### config.mk
export PLATFORM = sky130hd
export DESIGN_NAME = lr35902_irq_ctrl
export DESIGN_NICKNAME = d
export VERILOG_FILES = /design/src/rtl/lr35902_irq_pkg.sv /design/src/rtl/lr35902_irq_prio.sv /design/src/rtl/lr35902_irq_ctrl.sv
export SDC_FILE = /design/constraint.sdc
export NUM_CORES = 1
export LEC_CHECK = 0
export CORE_UTILIZATION = 41
export CTS_BUF_LIST = sky130_fd_sc_hd__clkbuf_16
export CTS_CLUSTER_DIAMETER = 80
export DETAILED_ROUTE_END_ITERATION = 12
export PLACE_DENSITY_LB_ADDON = 0.12
export SETUP_SLACK_MARGIN = 0.1
export SKIP_CTS_REPAIR_TIMING = 1
export SLEW_MARGIN = 20
export SYNTH_ARGS = -nofsm -noshare
export SYNTH_HDL_FRONTEND = slang
export SYNTH_SLANG_ARGS = --single-unit
export TNS_END_PERCENT = 50
### constraint.sdc
create_clock -name clk -period 2.1 [get_ports clk]
set_clock_uncertainty 0.2 [all_clocks]
set_input_delay 0.21 -clock clk [delete_from_list [all_inputs] [get_ports clk]]
set_output_delay 0.21 -clock clk [all_outputs]
set_load 0.02 [all_outputs]
### src/rtl/lr35902_irq_pkg.sv
// Shared constants and helpers for the LR35902 interrupt controller.
package lr35902_irq_pkg;

  localparam int unsigned DATA_W    = 8;
  localparam int unsigned IRQ_COUNT = 5;
  localparam int unsigned IRQ_ID_W  = 3;

  // IF/IE bit positions, bit0 is the highest priority
  localparam int unsigned IRQ_VBLANK = 0;
  localparam int unsigned IRQ_STAT   = 1;
  localparam int unsigned IRQ_TIMER  = 2;
  localparam int unsigned IRQ_SERIAL = 3;
  localparam int unsigned IRQ_JOYPAD = 4;

  // Register select values on adr
  localparam logic ADR_IF = 1'b0;
  localparam logic ADR_IE = 1'b1;

  typedef logic [IRQ_COUNT-1:0] irq_vec_t;

  // Register write payload as seen on the bus in the commit cycle
  typedef struct packed {
    logic              sel;
    logic [DATA_W-1:0] data;
  } reg_wr_t;

  // CPU dispatch vector for an interrupt id: 0x40 + 8*id
  function automatic logic [DATA_W-1:0] irq_vector(input logic [IRQ_ID_W-1:0] id);
    return 8'h40 + {2'b00, id, 3'b000};
  endfunction

endpackage

### src/rtl/lr35902_irq_prio.sv
// Fixed 5-input priority encoder: lowest set bit wins.
module lr35902_irq_prio
  import lr35902_irq_pkg::*;
(
  input  logic [IRQ_COUNT-1:0] req_i,
  output logic                 any_o,
  output logic [IRQ_ID_W-1:0]  idx_o
);

  // Scan from the lowest priority down so the lowest set index is left last
  always_comb begin
    any_o = |req_i;
    idx_o = '0;
    for (int i = int'(IRQ_COUNT) - 1; i >= 0; i--) begin
      if (req_i[i]) begin
        idx_o = IRQ_ID_W'(i);
      end
    end
  end

endmodule

### src/rtl/lr35902_irq_ctrl.sv
// LR35902 interrupt controller: IF (FF0F) / IE (FFFF) registers, request
// capture, priority selection and acknowledge clearing.
// Build option: define LR35902_IRQ_EDGE_EN for rising-edge request capture;
// otherwise requests are level-sensitive and no edge history is kept.
module lr35902_irq_ctrl
  import lr35902_irq_pkg::*;
(
  input  logic                clk,
  input  logic                reset,
  output logic [DATA_W-1:0]   dout,
  input  logic [DATA_W-1:0]   din,
  input  logic                adr,
  input  logic                read,
  input  logic                write,
  input  logic [IRQ_COUNT-1:0] irq_in,
  input  logic                int_ack,
  output logic                int_pending,
  output logic [IRQ_ID_W-1:0] int_id
);

  irq_vec_t          if_q, if_d;
  logic [DATA_W-1:0] ie_q, ie_d;
  logic [DATA_W-1:0] dout_q, dout_d;
  logic              pread_q, pwrite_q;

  irq_vec_t          set_vec;
  irq_vec_t          active;
  irq_vec_t          ack_mask;
  logic              any_pending;
  logic [IRQ_ID_W-1:0] pend_id;
  logic              wr_commit;
  logic              rd_start;
  logic              ack_take;
  reg_wr_t           wr_bus;

  // Strobe qualification: writes land on the falling edge of write,
  // reads capture on the rising edge of read
  assign wr_commit   = pwrite_q & ~write;
  assign rd_start    = read & ~pread_q;
  assign wr_bus.sel  = adr;
  assign wr_bus.data = din;

`ifdef LR35902_IRQ_EDGE_EN
  irq_vec_t irq_prev_q;

  // Edge history of the request lines
  always_ff @(posedge clk) begin
    if (reset) begin
      irq_prev_q <= '0;
    end else begin
      irq_prev_q <= irq_in;
    end
  end

  assign set_vec = irq_in & ~irq_prev_q;
`else
  assign set_vec = irq_in;
`endif

  // Only IE[4:0] participate; IE[7:5] are storage only
  assign active = if_q & ie_q[IRQ_COUNT-1:0];

  lr35902_irq_prio u_prio (
    .req_i (active),
    .any_o (any_pending),
    .idx_o (pend_id)
  );

  assign int_pending = any_pending;
  assign int_id      = pend_id;
  assign ack_take    = int_ack & any_pending;
  assign ack_mask    = ack_take ? (IRQ_COUNT'(1) << pend_id) : '0;
  assign dout        = dout_q;

  // Next IF: write first, then ack clear, then new requests so they always survive
  always_comb begin
    if_d = if_q;
    if (wr_commit && (wr_bus.sel == ADR_IF)) begin
      if_d = wr_bus.data[IRQ_COUNT-1:0];
    end
    if_d = if_d & ~ack_mask;
    if_d = if_d | set_vec;
  end

  // Next IE: full 8-bit register
  always_comb begin
    ie_d = ie_q;
    if (wr_commit && (wr_bus.sel == ADR_IE)) begin
      ie_d = wr_bus.data;
    end
  end

  // Read data capture; IF upper bits read back as ones
  always_comb begin
    dout_d = dout_q;
    if (rd_start) begin
      if (adr == ADR_IE) begin
        dout_d = ie_q;
      end else begin
        dout_d = {{(DATA_W - IRQ_COUNT){1'b1}}, if_q};
      end
    end
  end

  // Register state with synchronous reset taking precedence over everything
  always_ff @(posedge clk) begin
    if (reset) begin
      if_q     <= '0;
      ie_q     <= '0;
      dout_q   <= 8'hff;
      pread_q  <= 1'b0;
      pwrite_q <= 1'b0;
    end else begin
      if_q     <= if_d;
      ie_q     <= ie_d;
      dout_q   <= dout_d;
      pread_q  <= read;
      pwrite_q <= write;
    end
  end

endmodule

==> impl_metrics.py, run 1 <==
metrics = {
    "run_status": {
        "status": "complete, no violations",
    },
    "timing": {
        "slew_violations": 0,
        "rsz0062_at_grt": "no",
        "timing.final.ws_setup_ns": 0.3080,
        "fin_crit_ns": 1.792,
        "setup_viol": 0,
        "hold_viol": 0,
        "slew_headroom_pct": 68.57,
        "holdWs_ns": 0.2601,
        "finalCritPeriodShare_pct": 85.33,
        "tightest_slew_ns": 0.4714,
        "fmax_ghz": 0.5580,
    },
    "setup_path": {
        "worstPathArrival_ns": 1.38,
        "critPathKind": "reg -> out",
        "cp-end-kind": "output pin",
        "cp_top_family": "buffers and inverters",
        "crit_path_max_incr_delay_ns": 0.35,
        "cpMaxStageDelayCell": "dfxtp_1",
        "worstPathCellList": "a22oi_1 -> buf_4 -> nor2b_1 -> dlymetal6s2s_1",
        "critPathRequiredTime_ns": 1.69,
        "cp-start-kind": "flip-flop",
        "critPathBufInv": 2,
        "crit_fanout": 5,
    },
    "synth": {
        "synth_top_flop_cell": "dfxtp_1",
        "ys_ff_latch": 23,
        "synth_commonest_cells": "23 x dfxtp_1, 17 x mux2i_1, 16 x nor2_1, 5 x a211o_1, 5 x nor2b_1",
        "synth.top_cell.area_share_pct": 44.07,
        "synth.most_common_cell": "dfxtp_1",
        "ys_types": 29,
        "synth_area_leader_cell": "dfxtp_1",
        "ys_top_cells_by_area": "dfxtp_1 44%, mux2i_1 16%, nor2_1 5.7%, a211o_1 4.2%, nor2b_1 3.0%",
        "synth_cells": 105,
        "synth_fp_nets": 124,
        "syn_area_sq_mm": 0.001045,
        "synth.yosys.warnings": 0,
        "ys_async_sr_fraction_pct": 0,
        "seq_area_frac_synth_pct": 44.07,
        "syn_area_per_cell_sq_um": 9.950,
        "synth_edf_count": 0,
    },
    "power_and_ir_drop": {
        "pwr-share-seq_pct": 46.2,
        "finalPower_uw": 1039,
        "p_leak_uw": 0.0007428,
        "ir_drop_mv": 0.7347,
        "switching_share_pct": 22.86,
        "clkPwrFrac_pct": 39.0,
        "power_density_mw_per_mm2": 705.4,
        "p_comb_share_pct": 14.8,
        "internal-power_uw": 801.3,
        "switchingPower_uw": 237.5,
    },
    "die": {
        "die_area_sq_mm": 0.002754,
        "io_pins": 31,
        "start_util_pct": 45.48,
        "core_area_sq_mm": 0.002297,
        "num_rows": 17,
        "chipWidth_um": 52.48,
        "die_y_um": 52.48,
    },
    "finish": {
        "fin_cells": 166,
        "areaGrowthSynthToFinish_pct": 40.96,
        "drive_above_1_share_pct": 8.696,
        "diodes": 0,
        "nets": 158,
    },
    "placed_design": {
        "dpl.hpwl_um": 1770,
        "finalWeightedCongestion": 0.7989,
        "place_ws_ns": 0.1891,
        "dp.cells": 162,
        "port_buffers": 30,
    },
    "detailed_routing": {
        "wl_per_cell_um": 14.27,
        "drt_iter0_drc": 11,
        "ant_nets": 0,
        "vias_per_cell": 5.536,
        "dr.pass1.iters": 3,
        "drc": 0,
        "wirelength_um": 2368,
        "dr_total_vias": 919,
    },
    "hold_path": {
        "min_path_type": "reg -> reg",
    },
    "cts": {
        "cts_buffers": 3,
        "root_buffer": "clkbuf_16",
        "clk_pin_slew_worst_paths_ns": 0.06,
        "cts_buffer_depth": 2,
        "cts_tree": "done",
        "cts_sinks": 23,
        "insertion_delay_ns": 0.25,
        "h-tree-depth": 1,
    },
    "global_routing": {
        "grt_max_degree": 24,
        "grt_pass1_wl_um": 3891,
        "grt-ovfl-total": 0,
        "grt.total_usage_pct": 19.63,
        "antenna_found_initial": 0,
        "grt_pass1_vias": 887,
    },
    "flow_run": {
        "max_cap_viol_count": 0,
    },
}
metal layers:
layer	track usage, %	share of wire, %	vias to the layer above	routed length [um]
met1	24.16	46	454	1080
met5	0	0	-	0
met4	7.018	1.1	0	25
met3	6.087	4.1	4	97
li1	-	-	445	-
met2	31.86	49	16	1165
path summary, 6_finish.rpt:
path                 start   endpoint  slack (ns)  cells past startpoint
setup reg to reg  pwrite_q    if_q[2]        0.50                      3
setup / recovery   if_q[1]  int_id[1]        0.31                      4
hold reg to reg    dout[1]    dout[1]        0.26                      1
hold / removal     dout[1]    dout[1]        0.26                      1
placed cells by master (no fill, tap or decap):
cell type and instances:
inv_1 5, nor2_1 16, a32oi_1 1, a211o_1 5
or3b_1 1, dlymetal6s2s_1 4, and4b_1 1, a211oi_1 1
dfxtp_1 23, nand4b_1 1, nand3b_1 1, nor2b_1 5
a22oi_2 1, nand2b_1 1, a211oi_2 1, a22oi_1 1
and4bb_2 1, nand2_1 2, o21bai_1 3, a311oi_1 1
clkbuf_16 3, a41o_1 1, and4_4 1, mux2i_1 17
nor3b_1 4, clkdlybuf4s50_1 26, a21oi_1 3, nand3_1 1
a221oi_1 2, buf_4 5
kinds of logic (layout without fill, tap and decap cells):
logic type / Yosys count / in the layout / synth area share, %
multiplexers: 17 / 17 / 16.29
AND/OR/NAND/NOR: 35 / 35 / 19.04
flip-flops: 23 / 23 / 44.07
AO/OA/AOI/OAI: 20 / 20 / 15.45
buffers and inverters: 10 / 43 / 5.149
per-stage QoR:
step,utilization [%],area (sq um),TNS [ns]
after CTS,63.45,1458,-0.1535
after floorplan,-,1045,0
after global placement,60.02,1379,0
after detailed placement,60.02,1379,0
final,64.11,1473,0
after global routing,64.11,1473,0
sequential cells by signal (all words and copies together), names as in the netlist:
signal,count
dout,8
ie_q,8
if_q,5
pread_q,1
pwrite_q,1
worst register-to-register path, cell delays in order, from the launching register on:
cell and delay, ns:
dfxtp_1 0.34, or3b_1 0.50, mux2i_1 0.17, a221oi_1 0.30
layout make-up:
class,instances,area [sq um]
clock buffers,3,75.07
clock inverters,1,3.754
fillers,199,824.5
inverters,4,15.01
multi-input cells,72,535.5
flip-flops and latches,23,460.4
well taps,28,35.03
repair buffers,35,347.8
power groups by stage:
stage	Clock [uW]	Sequential [uW]	Combinational (uW)
2_1_floorplan	0	499	63.8
4_1_cts	412	479	156
6_report	405	480	153
3_5_place_dp	0	489	155
5_1_grt	434	483	166
3_3_place_gp	0	487	151
Power figures use the tool's default switching activity.
==> run 2, diff against run 1 <==
--- a/config.mk
+++ b/config.mk
@@ -5,6 +5,8 @@
 export SDC_FILE = /design/constraint.sdc
 export NUM_CORES = 1
 export LEC_CHECK = 0
+export CAP_MARGIN = 20
+export CORE_MARGIN = 5
 export CORE_UTILIZATION = 41
 export CTS_BUF_LIST = sky130_fd_sc_hd__clkbuf_16
 export CTS_CLUSTER_DIAMETER = 80
@@ -12,7 +14,7 @@
 export PLACE_DENSITY_LB_ADDON = 0.12
 export SETUP_SLACK_MARGIN = 0.1
 export SKIP_CTS_REPAIR_TIMING = 1
-export SLEW_MARGIN = 20
+export SLEW_MARGIN = 10
 export SYNTH_ARGS = -nofsm -noshare
 export SYNTH_HDL_FRONTEND = slang
 export SYNTH_SLANG_ARGS = --single-unit
==> run 2 against run 1 <==
Critical path depth is 1 lower. Sequential power fell by 0.8%. Register-to-register slack barely moved. Setup slack improved by 0.0083 ns. Count of clock-buffer cells in the layout stayed put. Combinational power up 6%. First-iteration DRC count increased by 73%. Final cell count grew 3.6%. Maximum frequency rose by 0.47%. Design area rose by 2.3%.
==> impl_metrics.py, run 2 (synthesis results as in run 1) <==
metrics = {
    "cts": {
        "cts_buffers": 3,
        "clk_pin_slew_worst_paths_ns": 0.06,
        "cts_tree": "done",
        "h-tree-depth": 1,
        "cts_buffer_depth": 2,
        "insertion_delay_ns": 0.25,
        "cts_sinks": 23,
        "root_buffer": "clkbuf_16",
    },
    "placed_design": {
        "dpl.hpwl_um": 1807,
        "dp.cells": 167,
        "placed_area_sq_mm": 0.001404,
        "finalWeightedCongestion": 0.7968,
        "place_ws_ns": 0.1162,
        "port_buffers": 30,
    },
    "setup_path": {
        "crit_path_max_incr_delay_ns": 0.36,
        "critPathBufInv": 1,
        "r2r_end": "if_q[1]",
        "worstPathCellList": "a22oi_2 -> and4_4 -> dlymetal6s2s_1",
        "r2r_cells": 3,
        "worstPathArrival_ns": 1.37,
        "critPathCapture": "int_id[2]",
        "startpoint": "ie_q[1]",
        "rrSetupSlack_ns": 0.51,
        "crit_fanout": 5,
        "cp_top_family": "flip-flops",
        "timing.rr.start": "pwrite_q",
        "cp-start-kind": "flip-flop",
        "cp-end-kind": "output pin",
        "critPathRequiredTime_ns": 1.69,
        "cpMaxStageDelayCell": "dfxtp_1",
        "critPathKind": "reg -> out",
        "crit_cells": 3,
    },
    "power_and_ir_drop": {
        "internal-power_uw": 807.4,
        "switchingPower_uw": 242.1,
        "p_leak_uw": 0.0007610,
        "p_comb_share_pct": 15.4,
        "clkPwrFrac_pct": 39.2,
        "ir_drop_mv": 0.3920,
        "switching_share_pct": 23.07,
        "power_density_mw_per_mm2": 696.6,
        "pwr-share-seq_pct": 45.4,
    },
    "die": {
        "die_area_sq_mm": 0.003658,
        "start_util_pct": 42.56,
        "die_y_um": 60.48,
        "chipWidth_um": 60.48,
        "core_area_sq_mm": 0.002455,
        "io_pins": 31,
        "num_rows": 18,
    },
    "global_routing": {
        "grt_most_used_layer": "met2",
        "grt_pass1_vias": 898,
        "grt_pass1_wl_um": 4057,
        "use_met2_pct": 22.69,
        "met1_usage_pct": 21.01,
        "grt.total_usage_pct": 14.72,
        "grt_max_degree": 24,
        "grt-ovfl-total": 0,
        "antenna_found_initial": 0,
        "use_met3_pct": 3.191,
    },
    "finish": {
        "fin_cells": 172,
        "nets": 162,
        "areaGrowthSynthToFinish_pct": 44.19,
        "mostFrequentLayoutCells": "26 x clkdlybuf4s50_1, 23 x dfxtp_1, 17 x mux2i_1",
        "final_common_cell": "clkdlybuf4s50_1",
        "diodes": 0,
        "drive_above_1_share_pct": 11.97,
        "final_area_sq_mm": 0.001506,
        "final_core_util_pct": 61.37,
    },
    "timing": {
        "setup_tns_ns": 0,
        "tightest_slew_ns": 0.4657,
        "slew_violations": 0,
        "fin_crit_ns": 1.784,
        "slew_headroom_pct": 68.95,
        "hold_viol": 0,
        "finalCritPeriodShare_pct": 84.94,
        "setup_viol": 0,
        "fmax_ghz": 0.5606,
        "timing.final.ws_setup_ns": 0.3163,
        "rsz0062_at_grt": "no",
    },
    "detailed_routing": {
        "vias_per_cell": 5.297,
        "dr.pass1.iters": 4,
        "ant_nets": 0,
        "dr_total_vias": 911,
        "drt_iter0_drc": 19,
        "wl_per_cell_um": 14.32,
        "wirelength_um": 2463,
        "drc": 0,
    },
    "hold_path": {
        "min_path_type": "reg -> reg",
        "min_from": "dout[0]",
    },
    "flow_run": {
        "max_cap_viol_count": 0,
    },
    "run_status": {
        "status": "complete, no violations",
    },
}
run 2: cell count changes in the layout (fill, tap and decap cells not counted):
cell,delta
inv_1,-1
clkinv_2,+1
buf_4,+4
run 2: cell type report:
type / instances / area, sq um
well taps: 30 / 37.54
flip-flops and latches: 23 / 460.4
clock inverters: 1 / 5.005
inverters: 4 / 15.01
fillers: 202 / 948.4
multi-input cells: 72 / 535.5
repair buffers: 39 / 377.9
clock buffers: 3 / 75.07
run 2: power groups by stage:
stage / registers, uW / logic, uW / clock network (uW)
after floorplan: 499 / 63.8 / 0
after global placement: 485 / 160 / 0
after detailed placement: 486 / 162 / 0
after CTS: 476 / 163 / 413
after global routing: 479 / 175 / 432
final: 476 / 162 / 412
run 2: layer usage:
layer / vias to the layer above / routed length [um] / part of all wire, %
met4: 0 / 16 / 0.65
li1: 458 / - / -
met3: 2 / 147 / 6.0
met1: 430 / 1174 / 48
met2: 21 / 1125 / 46
met5: - / 0 / 0
run 2: worst min path at each step:
stage               cells past startpoint  endpoint  slack [ns]
finish                                  1   dout[0]        0.26
global route                            1   dout[0]        0.28
CTS                                     1   dout[0]        0.27
detailed placement                      1   dout[3]        0.25
global placement                        1   dout[0]        0.24
floorplan                               1   pread_q        0.08
run 2: stage by stage:
step,total power (uW),hold WS (ns)
6_report,1049,0.2641
5_1_grt,1087,0.2763
4_1_cts,1052,0.2701
3_5_place_dp,647.4,0.2549
3_3_place_gp,644.6,0.2424
2_1_floorplan,562.8,0.08161
==> run 3, diff against run 2 <==
==> constraint.sdc (replaced) <==
create_clock -name clk -period 1.6 [get_ports clk]
set_clock_uncertainty 0.2 [all_clocks]
set_input_delay 0.16 -clock clk [delete_from_list [all_inputs] [get_ports clk]]
set_output_delay 0.16 -clock clk [all_outputs]
set_load 0.02 [all_outputs]
==> run 3 against run 2 <==
Global-route usage rose by 1.4 points. Combinational power grew 51%. Wire length increased by 15%. Die area is the same. Critical endpoint unchanged. First-iteration DRC count up 26%. Flip-flop and latch count unchanged. Highest routed layer unchanged. Total power is 34% higher. Final cell count is 7.0% higher. Sequential share of layout area fell by 2.4 points. Clock power is 29% higher. Count of clock-buffer cells in the layout is the same. Largest cell class unchanged.
==> impl_metrics.py, run 3 (synthesis results as in run 1) <==
metrics = {
    "run_status": {
        "status": "complete, no violations",
    },
    "power_and_ir_drop": {
        "internal-power_uw": 1081,
        "finalPower_uw": 1404,
        "pwr-share-seq_pct": 44.6,
        "ir_drop_mv": 0.7426,
        "switching_share_pct": 22.99,
        "p_comb_share_pct": 17.4,
        "power_density_mw_per_mm2": 843.4,
        "p_leak_uw": 0.0008203,
        "clkPwrFrac_pct": 38.0,
        "switchingPower_uw": 322.7,
    },
    "setup_path": {
        "crit_path_max_incr_delay_ns": 0.32,
        "critPathBufInv": 1,
        "cp-start-kind": "flip-flop",
        "crit_fanout": 3,
        "cp-end-kind": "output pin",
        "worstPathArrival_ns": 1.20,
        "critPathKind": "reg -> out",
        "critPathRequiredTime_ns": 1.24,
        "cp_top_family": "flip-flops",
        "worstPathCellList": "a22oi_2 -> and4_4 -> buf_6",
        "cpMaxStageDelayCell": "dfxtp_2",
    },
    "cts": {
        "insertion_delay_ns": 0.25,
        "root_buffer": "clkbuf_16",
        "cts_buffers": 3,
        "cts_tree": "done",
        "h-tree-depth": 1,
        "cts_buffer_depth": 2,
        "cts_sinks": 23,
        "clk_pin_slew_worst_paths_ns": 0.06,
    },
    "timing": {
        "tightest_slew_ns": 0.2008,
        "setup_tns_ns": 0,
        "slew_headroom_pct": 86.23,
        "setup_viol": 0,
        "finalCritPeriodShare_pct": 97.58,
        "hold_viol": 0,
        "fmax_ghz": 0.6405,
        "fin_crit_ns": 1.561,
        "rsz0062_at_grt": "yes",
        "holdWs_ns": 0.02192,
        "slew_violations": 0,
    },
    "detailed_routing": {
        "wirelength_um": 2825,
        "ant_nets": 0,
        "dr_total_vias": 992,
        "wl_per_cell_um": 15.35,
        "drc": 0,
        "dr.pass1.iters": 4,
        "drt_iter0_drc": 24,
        "vias_per_cell": 5.391,
    },
    "global_routing": {
        "grt_pass1_vias": 989,
        "grt-ovfl-total": 0,
        "grt_max_degree": 24,
        "antenna_found_initial": 0,
        "met1_usage_pct": 20.78,
        "use_met2_pct": 26.08,
        "grt_most_used_layer": "met2",
        "use_met3_pct": 3.404,
        "grt_pass1_wl_um": 4374,
        "grt.total_usage_pct": 16.09,
    },
    "die": {
        "chipWidth_um": 60.48,
        "core_area_sq_mm": 0.002455,
        "start_util_pct": 42.56,
        "num_rows": 18,
        "die_y_um": 60.48,
        "die_area_sq_mm": 0.003658,
        "io_pins": 31,
    },
    "placed_design": {
        "placed_area_sq_mm": 0.001491,
        "port_buffers": 30,
        "dpl.hpwl_um": 1931,
        "finalWeightedCongestion": 0.7834,
    },
    "finish": {
        "final_area_sq_mm": 0.001664,
        "drive_above_1_share_pct": 28.57,
        "final_common_cell": "buf_4",
        "mostFrequentLayoutCells": "18 x buf_4, 17 x mux2i_1, 17 x dfxtp_1, 17 x clkdlybuf4s50_1, 16 x nor2_1",
        "diodes": 0,
        "nets": 174,
        "areaGrowthSynthToFinish_pct": 59.28,
    },
    "flow_run": {
        "max_cap_viol_count": 0,
    },
    "hold_path": {
        "min_path_type": "in -> reg",
    },
}
==> run 3: worst paths after layout <==
path	from	end	slack [ns]	cells past startpoint
setup reg to reg	pwrite_q	if_q[2]	0.14	3
hold / removal	write	pwrite_q	0.02	2
hold reg to reg	dout[2]	dout[2]	0.26	1
setup / recovery	ie_q[1]	int_id[2]	0.04	3
==> run 3: layout make-up <==
cell class / instances / area [sq um]
Clock inverter: 1 / 5.005
Timing Repair Buffer: 51 / 505.5
Fill cell: 184 / 790.8
Tap cell: 30 / 37.54
Multi-Input combinational cell: 72 / 558.0
Inverter: 4 / 15.01
Sequential cell: 23 / 467.9
Clock buffer: 3 / 75.07
==> run 3: through the flow <==
step | std cells | worst slack, ns | util [%]
after global routing | 184 | -0.007167 | 67.79
after CTS | 181 | -0.5331 | 64.02
after floorplan | 105 | 0.1487 | -
after detailed placement | 177 | -0.2590 | 60.75
after global placement | 177 | -0.2406 | 60.75
final | 184 | 0.03868 | 67.79
==> run 3: routing by layer <==
metal,up-vias,routed length [um]
met2,26,1385
met3,4,146
met4,0,31
li1,478,-
met5,-,0
met1,484,1262
==> run 3: power by group through the flow <==
stage          logic, uW  clock network (uW)  registers (uW)
2_1_floorplan       83.7                   0             655
3_3_place_gp         230                   0             634
3_5_place_dp         234                   0             635
4_1_cts              237                 547             623
5_1_grt              261                 575             630
6_report             244                 533             626
